$ cat src/rtl/mips32_mc_control_pkg.sv
// Shared definitions for the multi-cycle MIPS32 control unit: state encodings,
// datapath select constants and the existing opcode/function/ALU codes.
package mips32_mc_control_pkg;

  typedef enum logic [3:0] {
    S_FETCH    = 4'd0,
    S_DECODE   = 4'd1,
    S_EXEC_R   = 4'd2,
    S_WB_R     = 4'd3,
    S_EXEC_I   = 4'd4,
    S_WB_I     = 4'd5,
    S_MEM_ADDR = 4'd6,
    S_MEM_RD   = 4'd7,
    S_MEM_WB   = 4'd8,
    S_MEM_WR   = 4'd9,
    S_BRANCH   = 4'd10,
    S_JUMP     = 4'd11,
    S_TRAP     = 4'd12
  } state_t;

  typedef enum logic [2:0] {
    CLS_R   = 3'd0,
    CLS_MEM = 3'd1,
    CLS_IMM = 3'd2,
    CLS_BR  = 3'd3,
    CLS_J   = 3'd4,
    CLS_BAD = 3'd5
  } instr_class_t;

  localparam logic [1:0] SRCB_RT      = 2'd0;
  localparam logic [1:0] SRCB_FOUR    = 2'd1;
  localparam logic [1:0] SRCB_IMM     = 2'd2;
  localparam logic [1:0] SRCB_IMM_SH2 = 2'd3;

  localparam logic [1:0] PCSRC_ALU    = 2'd0;
  localparam logic [1:0] PCSRC_ALUOUT = 2'd1;
  localparam logic [1:0] PCSRC_JUMP   = 2'd2;

  localparam logic [1:0] WDSEL_ALUOUT = 2'd0;
  localparam logic [1:0] WDSEL_MDR    = 2'd1;

  localparam logic [5:0] OP_RTYPE = 6'h00;
  localparam logic [5:0] OP_J     = 6'h02;
  localparam logic [5:0] OP_BEQ   = 6'h04;
  localparam logic [5:0] OP_BNE   = 6'h05;
  localparam logic [5:0] OP_ADDI  = 6'h08;
  localparam logic [5:0] OP_ANDI  = 6'h0C;
  localparam logic [5:0] OP_ORI   = 6'h0D;
  localparam logic [5:0] OP_LW    = 6'h23;
  localparam logic [5:0] OP_SW    = 6'h2B;

  localparam logic [5:0] FN_ADD = 6'h20;
  localparam logic [5:0] FN_SUB = 6'h22;
  localparam logic [5:0] FN_AND = 6'h24;
  localparam logic [5:0] FN_OR  = 6'h25;
  localparam logic [5:0] FN_SLT = 6'h2A;

  localparam logic [2:0] ALU_AND = 3'd0;
  localparam logic [2:0] ALU_OR  = 3'd1;
  localparam logic [2:0] ALU_ADD = 3'd2;
  localparam logic [2:0] ALU_SUB = 3'd6;
  localparam logic [2:0] ALU_SLT = 3'd7;

endpackage

$ cat src/rtl/mips32_mc_control_if.sv
// Control bus between the instruction register / datapath and the control FSM.
// master = control unit side, slave = datapath side.
interface mips32_mc_control_if;
  logic [5:0] opc;
  logic [5:0] func;
  logic       zero;
  logic       memReady;
  logic       pcWrite;
  logic       irWrite;
  logic       iorD;
  logic       memRead;
  logic       memWrite;
  logic       rfWriteEnable;
  logic       rfWriteAddrSel;
  logic [1:0] rfWriteDataSel;
  logic       aluSrcA;
  logic [1:0] aluSrcB;
  logic [2:0] aluFunc;
  logic       bitXtend;
  logic [1:0] pcSrc;
  logic       isBeq;
  logic       isBne;
  logic       invOpcode;

  modport master (
    input  opc, func, zero, memReady,
    output pcWrite, irWrite, iorD, memRead, memWrite, rfWriteEnable, rfWriteAddrSel,
           rfWriteDataSel, aluSrcA, aluSrcB, aluFunc, bitXtend, pcSrc, isBeq, isBne,
           invOpcode
  );

  modport slave (
    output opc, func, zero, memReady,
    input  pcWrite, irWrite, iorD, memRead, memWrite, rfWriteEnable, rfWriteAddrSel,
           rfWriteDataSel, aluSrcA, aluSrcB, aluFunc, bitXtend, pcSrc, isBeq, isBne,
           invOpcode
  );
endinterface

$ cat src/rtl/mips32_alu_decode.sv
// Combinational opcode/function decode: instruction class for the DECODE
// dispatch and the ALU operation used by the EXEC states.
module mips32_alu_decode
  import mips32_mc_control_pkg::*;
(
  input  logic [5:0]   opc,
  input  logic [5:0]   func,
  output logic [2:0]   aluFunc,
  output instr_class_t instrClass
);

  always_comb begin
    aluFunc    = ALU_ADD;
    instrClass = CLS_BAD;
    case (opc)
      OP_RTYPE: begin
        instrClass = CLS_R;
        case (func)
          FN_ADD:  aluFunc = ALU_ADD;
          FN_SUB:  aluFunc = ALU_SUB;
          FN_AND:  aluFunc = ALU_AND;
          FN_OR:   aluFunc = ALU_OR;
          FN_SLT:  aluFunc = ALU_SLT;
          default: instrClass = CLS_BAD;
        endcase
      end
      OP_LW, OP_SW:   instrClass = CLS_MEM;
      OP_ADDI:        instrClass = CLS_IMM;
      OP_ANDI: begin
        instrClass = CLS_IMM;
        aluFunc    = ALU_AND;
      end
      OP_ORI: begin
        instrClass = CLS_IMM;
        aluFunc    = ALU_OR;
      end
      OP_BEQ, OP_BNE: instrClass = CLS_BR;
      OP_J:           instrClass = CLS_J;
      default:        instrClass = CLS_BAD;
    endcase
  end

endmodule

$ cat src/rtl/mips32_mc_control.sv
// Multi-cycle MIPS32 control unit: Moore FSM sequencing fetch, decode, execute,
// memory and write-back, driving the shared datapath's enables and muxes.
module mips32_mc_control
  import mips32_mc_control_pkg::*;
#(
  parameter bit USE_MEM_READY = 1'b1,
  parameter bit TRAP_STICKY   = 1'b1,
  parameter int STATE_W       = 4
) (
  input  logic                 clk,
  input  logic                 rst,
  mips32_mc_control_if.master  bus,
  output logic [STATE_W-1:0]   state
);

  state_t       stateQ;
  instr_class_t decClass;
  logic [2:0]   decAluFunc;
  logic [2:0]   aluFuncQ;
  logic         isLoadQ;
  logic         isBneQ;
  logic         memDone;

  logic       pcWrite, irWrite, iorD, memRead, memWrite;
  logic       rfWriteEnable, rfWriteAddrSel, aluSrcA, bitXtend;
  logic       isBeq, isBne, invOpcode;
  logic [1:0] rfWriteDataSel, aluSrcB, pcSrc;
  logic [2:0] aluFunc;

  mips32_alu_decode uAluDecode (
    .opc        (bus.opc),
    .func       (bus.func),
    .aluFunc    (decAluFunc),
    .instrClass (decClass)
  );

  assign memDone = USE_MEM_READY ? bus.memReady : 1'b1;

  always_ff @(posedge clk) begin
    if (!rst) begin
      stateQ <= S_FETCH;
    end else begin
      case (stateQ)
        S_FETCH:    if (memDone) stateQ <= S_DECODE;
        S_DECODE: begin
          case (decClass)
            CLS_R:   stateQ <= S_EXEC_R;
            CLS_MEM: stateQ <= S_MEM_ADDR;
            CLS_IMM: stateQ <= S_EXEC_I;
            CLS_BR:  stateQ <= S_BRANCH;
            CLS_J:   stateQ <= S_JUMP;
            default: stateQ <= S_TRAP;
          endcase
        end
        S_EXEC_R:   stateQ <= S_WB_R;
        S_EXEC_I:   stateQ <= S_WB_I;
        S_MEM_ADDR: stateQ <= isLoadQ ? S_MEM_RD : S_MEM_WR;
        S_MEM_RD:   if (memDone) stateQ <= S_MEM_WB;
        S_MEM_WR:   if (memDone) stateQ <= S_FETCH;
        S_TRAP:     if (!TRAP_STICKY) stateQ <= S_FETCH;
        default:    stateQ <= S_FETCH;
      endcase
    end
    // opc/func are only looked at in DECODE/EXEC; later states use these copies
    if (stateQ == S_DECODE) begin
      isLoadQ <= (bus.opc == OP_LW);
      isBneQ  <= (bus.opc == OP_BNE);
    end
    if (stateQ == S_EXEC_R || stateQ == S_EXEC_I) aluFuncQ <= decAluFunc;
  end

  always_comb begin
    pcWrite        = 1'b0;
    irWrite        = 1'b0;
    iorD           = 1'b0;
    memRead        = 1'b0;
    memWrite       = 1'b0;
    rfWriteEnable  = 1'b0;
    rfWriteAddrSel = 1'b0;
    rfWriteDataSel = WDSEL_ALUOUT;
    aluSrcA        = 1'b0;
    aluSrcB        = SRCB_RT;
    aluFunc        = ALU_ADD;
    bitXtend       = 1'b0;
    pcSrc          = PCSRC_ALU;
    isBeq          = 1'b0;
    isBne          = 1'b0;
    invOpcode      = 1'b0;
    // While reset is held every strobe stays idle, so nothing aborted can write
    if (rst) begin
      case (stateQ)
        S_FETCH: begin
          memRead = 1'b1;
          aluSrcB = SRCB_FOUR;
          irWrite = memDone;
          pcWrite = memDone;
        end
        S_DECODE:   aluSrcB = SRCB_IMM_SH2;
        S_EXEC_R: begin
          aluSrcA = 1'b1;
          aluFunc = decAluFunc;
        end
        S_WB_R: begin
          rfWriteEnable  = 1'b1;
          rfWriteAddrSel = 1'b1;
          aluFunc        = aluFuncQ;
        end
        S_EXEC_I: begin
          aluSrcA  = 1'b1;
          aluSrcB  = SRCB_IMM;
          aluFunc  = decAluFunc;
          bitXtend = (bus.opc == OP_ANDI) || (bus.opc == OP_ORI);
        end
        S_WB_I: begin
          rfWriteEnable = 1'b1;
          aluFunc       = aluFuncQ;
        end
        S_MEM_ADDR: begin
          aluSrcA = 1'b1;
          aluSrcB = SRCB_IMM;
        end
        S_MEM_RD: begin
          memRead = 1'b1;
          iorD    = 1'b1;
        end
        S_MEM_WB: begin
          rfWriteEnable  = 1'b1;
          rfWriteDataSel = WDSEL_MDR;
        end
        S_MEM_WR: begin
          memWrite = 1'b1;
          iorD     = 1'b1;
        end
        S_BRANCH: begin
          aluSrcA = 1'b1;
          aluFunc = ALU_SUB;
          pcSrc   = PCSRC_ALUOUT;
          isBeq   = !isBneQ;
          isBne   = isBneQ;
          pcWrite = isBneQ ? !bus.zero : bus.zero;
        end
        S_JUMP: begin
          pcSrc   = PCSRC_JUMP;
          pcWrite = 1'b1;
        end
        S_TRAP:     invOpcode = 1'b1;
        default:    ;
      endcase
    end
  end

  assign bus.pcWrite        = pcWrite;
  assign bus.irWrite        = irWrite;
  assign bus.iorD           = iorD;
  assign bus.memRead        = memRead;
  assign bus.memWrite       = memWrite;
  assign bus.rfWriteEnable  = rfWriteEnable;
  assign bus.rfWriteAddrSel = rfWriteAddrSel;
  assign bus.rfWriteDataSel = rfWriteDataSel;
  assign bus.aluSrcA        = aluSrcA;
  assign bus.aluSrcB        = aluSrcB;
  assign bus.aluFunc        = aluFunc;
  assign bus.bitXtend       = bitXtend;
  assign bus.pcSrc          = pcSrc;
  assign bus.isBeq          = isBeq;
  assign bus.isBne          = isBne;
  assign bus.invOpcode      = invOpcode;
  assign state              = STATE_W'(stateQ);

endmodule

$ cat src/flat_wrapper.sv
// flat-port wrapper written by rule: the top's interface ports become plain ports
module mips32_mc_control_flat import mips32_mc_control_pkg::*;
#(
  parameter bit USE_MEM_READY = 1'b1,
  parameter bit TRAP_STICKY   = 1'b1,
  parameter int STATE_W       = 4
)
  (clk, rst, state, bus_opc, bus_func, bus_zero, bus_memReady, bus_pcWrite, bus_irWrite, bus_iorD, bus_memRead, bus_memWrite, bus_rfWriteEnable, bus_rfWriteAddrSel, bus_rfWriteDataSel, bus_aluSrcA, bus_aluSrcB, bus_aluFunc, bus_bitXtend, bus_pcSrc, bus_isBeq, bus_isBne, bus_invOpcode);
  mips32_mc_control_if bus_i ();
  input  logic clk;
  input  logic rst;
  output logic [STATE_W-1:0] state;
  input wire logic [$bits(bus_i.opc)-1:0] bus_opc;
  input wire logic [$bits(bus_i.func)-1:0] bus_func;
  input wire logic [$bits(bus_i.zero)-1:0] bus_zero;
  input wire logic [$bits(bus_i.memReady)-1:0] bus_memReady;
  output wire logic [$bits(bus_i.pcWrite)-1:0] bus_pcWrite;
  output wire logic [$bits(bus_i.irWrite)-1:0] bus_irWrite;
  output wire logic [$bits(bus_i.iorD)-1:0] bus_iorD;
  output wire logic [$bits(bus_i.memRead)-1:0] bus_memRead;
  output wire logic [$bits(bus_i.memWrite)-1:0] bus_memWrite;
  output wire logic [$bits(bus_i.rfWriteEnable)-1:0] bus_rfWriteEnable;
  output wire logic [$bits(bus_i.rfWriteAddrSel)-1:0] bus_rfWriteAddrSel;
  output wire logic [$bits(bus_i.rfWriteDataSel)-1:0] bus_rfWriteDataSel;
  output wire logic [$bits(bus_i.aluSrcA)-1:0] bus_aluSrcA;
  output wire logic [$bits(bus_i.aluSrcB)-1:0] bus_aluSrcB;
  output wire logic [$bits(bus_i.aluFunc)-1:0] bus_aluFunc;
  output wire logic [$bits(bus_i.bitXtend)-1:0] bus_bitXtend;
  output wire logic [$bits(bus_i.pcSrc)-1:0] bus_pcSrc;
  output wire logic [$bits(bus_i.isBeq)-1:0] bus_isBeq;
  output wire logic [$bits(bus_i.isBne)-1:0] bus_isBne;
  output wire logic [$bits(bus_i.invOpcode)-1:0] bus_invOpcode;
  assign bus_i.opc = bus_opc;
  assign bus_i.func = bus_func;
  assign bus_i.zero = bus_zero;
  assign bus_i.memReady = bus_memReady;
  assign bus_pcWrite = bus_i.pcWrite;
  assign bus_irWrite = bus_i.irWrite;
  assign bus_iorD = bus_i.iorD;
  assign bus_memRead = bus_i.memRead;
  assign bus_memWrite = bus_i.memWrite;
  assign bus_rfWriteEnable = bus_i.rfWriteEnable;
  assign bus_rfWriteAddrSel = bus_i.rfWriteAddrSel;
  assign bus_rfWriteDataSel = bus_i.rfWriteDataSel;
  assign bus_aluSrcA = bus_i.aluSrcA;
  assign bus_aluSrcB = bus_i.aluSrcB;
  assign bus_aluFunc = bus_i.aluFunc;
  assign bus_bitXtend = bus_i.bitXtend;
  assign bus_pcSrc = bus_i.pcSrc;
  assign bus_isBeq = bus_i.isBeq;
  assign bus_isBne = bus_i.isBne;
  assign bus_invOpcode = bus_i.invOpcode;
  mips32_mc_control #(.USE_MEM_READY(USE_MEM_READY), .TRAP_STICKY(TRAP_STICKY), .STATE_W(STATE_W)) u_core (.clk(clk), .rst(rst), .bus(bus_i), .state(state));
endmodule
$ cat config.mk
export PLATFORM = sky130hd
export DESIGN_NAME = mips32_mc_control_flat
export DESIGN_NICKNAME = d
export VERILOG_FILES = /design/src/rtl/mips32_mc_control_pkg.sv /design/src/rtl/mips32_mc_control_if.sv /design/src/rtl/mips32_alu_decode.sv /design/src/rtl/mips32_mc_control.sv /design/src/flat_wrapper.sv
export SDC_FILE = /design/constraint.sdc
export NUM_CORES = 1
export LEC_CHECK = 0
export ABC_AREA = 1
export ABC_CLOCK_PERIOD_IN_PS = 2000
export CORE_MARGIN = 8
export CORE_UTILIZATION = 43
export CTS_CLUSTER_SIZE = 30
export DETAILED_ROUTE_END_ITERATION = 12
export GPL_ROUTABILITY_DRIVEN = 0
export GPL_TIMING_DRIVEN = 0
export MAX_ROUTING_LAYER = met4
export PLACE_DENSITY = 0.8
export SLEW_MARGIN = 30
export SYNTH_ARGS = -nofsm -noshare
export SYNTH_HDL_FRONTEND = slang
export SYNTH_HIERARCHICAL = 1
export SYNTH_SLANG_ARGS = --single-unit
$ cat constraint.sdc
create_clock -name clk -period 2 [get_ports clk]
set_clock_uncertainty 0.05 [all_clocks]
set_input_delay 0.6 -clock clk [delete_from_list [all_inputs] [get_ports clk]]
set_output_delay 0.6 -clock clk [all_outputs]
set_load 0.02 [all_outputs]
==> key figures <==
Run status
  – Violated checks: setup timing
  – Status: finished, violations left

Critical path
  – Setup CP Type: in -> out
  – Max incr delay on CP: 170 ps
  – Worst path top cell family by delay: simple AND/OR/NAND/NOR gates
  – CP max-delay cell: nor2_4
  – Critical path startpoint category: input pin
  – Most used cell, CP: nand2_1
  – Critical Path AT: 1600 ps
  – Worst-path fanout max: 5
  – CP cell instances: buf_6 > nor2_4 > nand4_1 > nand2_1 > nand2_1 > nand2_1 > nand2_1 > a21oi_2 > buf_6
  – Buf+Inv Stages, Crit Path: 2
  – R2R cell count: 9
  – Worst EP required: between 1000 and 1500 ps
  – CP Capture Type: output port
  – Crit path depth: 9

Clock network
  – Max clock buf depth: 2
  – Total CTS buffers: 3
  – CTS tree: built
  – # H-tree levels: 1
  – Clk_lat worst skew: roughly 260 ps
  – Clk sink count: 9
  – Reg clk slew, reported paths: 60 ps
  – Root buffer cell: clkbuf_4

Detailed routing
  – Drt first pass iters: 4
  – Drt initial violations: ~150
  – Routed WL: 4910 microns
  – DRC: 0
  – Routed WL per cell: 17.4 microns
  – Vias per cell: 5.49
  – Vias: 1554
  – Antenna Violating Nets Remaining: 0

Timing
  – Final setup fails: 14
  – Final worst slack: -247 ps
  – Fmax: 445 MHz
  – Min Tclk post-route: 2250 ps
  – Final hold violation count: 0
  – Final slew viol count: 0
  – Tcrit/Tclk final: 112%
  – RSZ-0062 raised after global routing: yes

Finish
  – Antenna diode count: 0
  – Area Growth Syn to Fin: 91.3%
  – Layout cells sized above 1: roughly 58%
  – Final layout net count: 272
  – Final instance area: around 2000 sq um
  – Final core area utilization: between 80 and 90%

Yosys
  – Area leader, netlist: nand2_1
  – Synthesized area per cell: 5.79 sq um
  – Sequential element share of the synthesized area: around 22%
  – Yosys Warn Count: 6
  – Syn_nets: 193
  – Synth cell types: 25
  – Syn Std Cell Area: 1020 sq um
  – Synth top area share: 15.0%
  – Register bit total from synthesis: 9
  – Syn Inst Count: 177
  – Largest cells by area after synthesis: nand2_1 (15%), edfxtp_1 (15%), inv_1 (11%)

Run
  – Max-Cap Viols: 0

Global routing
  – GRT Overall Usage: 19.6%
  – Pin count of the biggest net entering global routing: 11
  – Vias in the first global route: 1537
  – First-pass GRT wire length: ~6800 microns
  – Initial antenna violation count: 0
  – GR Overflow Total: 0

Power and ir drop
  – Design Power: approximately 1800 uW
  – Pwr per Cell Area: between 900 and 1000 nW/um^2
  – P_leak: 0.000998 uW
  – Max IR drop VDD: between 0.9 and 1 mV

Place
  – Detailed placer's ending HPWL: 2680 microns
  – Port Buffers: 39
  – Post-DP Area: 1500 sq um

Floorplanning
  – Die Ht: 64.8 microns
  – Core area: 2230 sq um
  – Total die area: ~4200 sq um
  – Site Rows: 17
  – Initial core utilization: 45.9%
  – # IOs: 41
  – Width of the die: ~65 microns

Hold path
  – Worst Hold Class: in -> reg
  – Hold depth: 3
## worst register-to-register path, delay by kind of cell, from the launching register on
family,cells,cell delay (ps)
and+or+nand+nor,7,750
buffers and inverters,2,310
DFF,1,390
## logic make-up after synthesis
group | synth area share (%)
DFF | 22.5
xor gates and xnor gates | 0.855
and+or+nand+nor | 54.2
other | 0.366
AOI/OAI and AO/OA | 9.16
buffers and inverters | 12.9
## final timing paths
path,startpoint,endpoint,slack [ps]
setup reg to reg,u_core/state[3]$_SDFFE_PN0P_,u_core/state[2]$_SDFFE_PN0P_,420
hold / removal,rst,u_core/state[0]$_SDFFE_PN0P_,610
hold reg to reg,u_core/state[3]$_SDFFE_PN0P_,u_core/state[3]$_SDFFE_PN0P_,640
setup / recovery,bus_func[4],bus_aluFunc[0],-250
## layer usage
layer	vias to the layer above	routed length [microns]	GRT usage, %
li1	724	-	-
met1	733	1880	20.3
met2	79	2530	36.3
met3	18	331	4.30
met4	0	172	5.72
met5	-	0	-
## per-stage QoR
step	setup slack [ps]	instances	setup TNS, ps	hold slack, ps
detailed placement	-1250	244	-24030	566
global placement	-1240	244	-23700	542
CTS	-208	274	-677	598
finish	-247	283	-1340	608
floorplan	4.71	177	0	512
global route	-319	283	-2420	608
## flip-flops by register name (all words and copies together) (netlist names)
name / count
u_core/state: 4
u_core/isBneQ: 1
u_core/isLoadQ: 1
u_core/aluFuncQ: 3
## Yosys cell counts
library cell / count
nand2_1: 41
inv_1: 29
nor2_1: 28
nand3_1: 14
nand4_1: 8
a21oi_1: 7
o21ai_0: 7
nor2_2: 6
edfxtp_1: 5
nand2_2: 5
dfxtp_1: 4
nand3_2: 4
nor3_1: 4
nor2_4: 3
inv_2: 2
a21oi_2: 1
a31oi_1: 1
buf_4: 1
clkbuf_1: 1
clkinv_2: 1
conb_1: 1
nand3b_1: 1
nor4_1: 1
o21ai_2: 1
xnor2_1: 1
## layout by cell type (no fill, tap or decap), types with 2 or more instances in the layout
cell type         n
buf_4            45
nor2_2            6
inv_1            20
nand3_2          10
nor2_4           14
edfxtp_1          5
buf_6            14
buf_2             9
dlygate4sd2_1     3
dfxtp_4           4
clkdlybuf4s50_1   3
nand2_4           7
inv_2             7
nand2_1          30
inv_4             3
clkbuf_4          3
nand2_2           9
nand3_1           8
o21ai_2           3
nor2_1           17
a21oi_1           2
nand4_1           8
a21oi_2           6
o21ai_0           4
nor3_1            2
## power by group
| group | internal [uW] | total [uW] | switching, uW |
|---|---|---|---|
| registers | 271 | 378 | 107 |
| logic | 557 | 1310 | 751 |
| clock network | 76.9 | 144 | 67.3 |
| total | 905 | 1830 | 925 |
## timing repair
item | CTS | global route
hold buffers | 0 | 0
endpoints found under the setup margin | 26 | 21
pin swaps | 34 | 19
gates cloned | 0 | 0
gates resized for setup | 206 | 43
setup buffers | 26 | 9
## cell type report
cell class                 instances  area, sq um
multi-input combinational        134          895
timing repair buffer              74          604
fill                             119          273
sequential                         9          245
inverter                          32          134
tap                               28         35.0
clock buffer                       4         26.3
buffer                             2         21.3
Note: power is estimated with default switching activity, not from simulation.
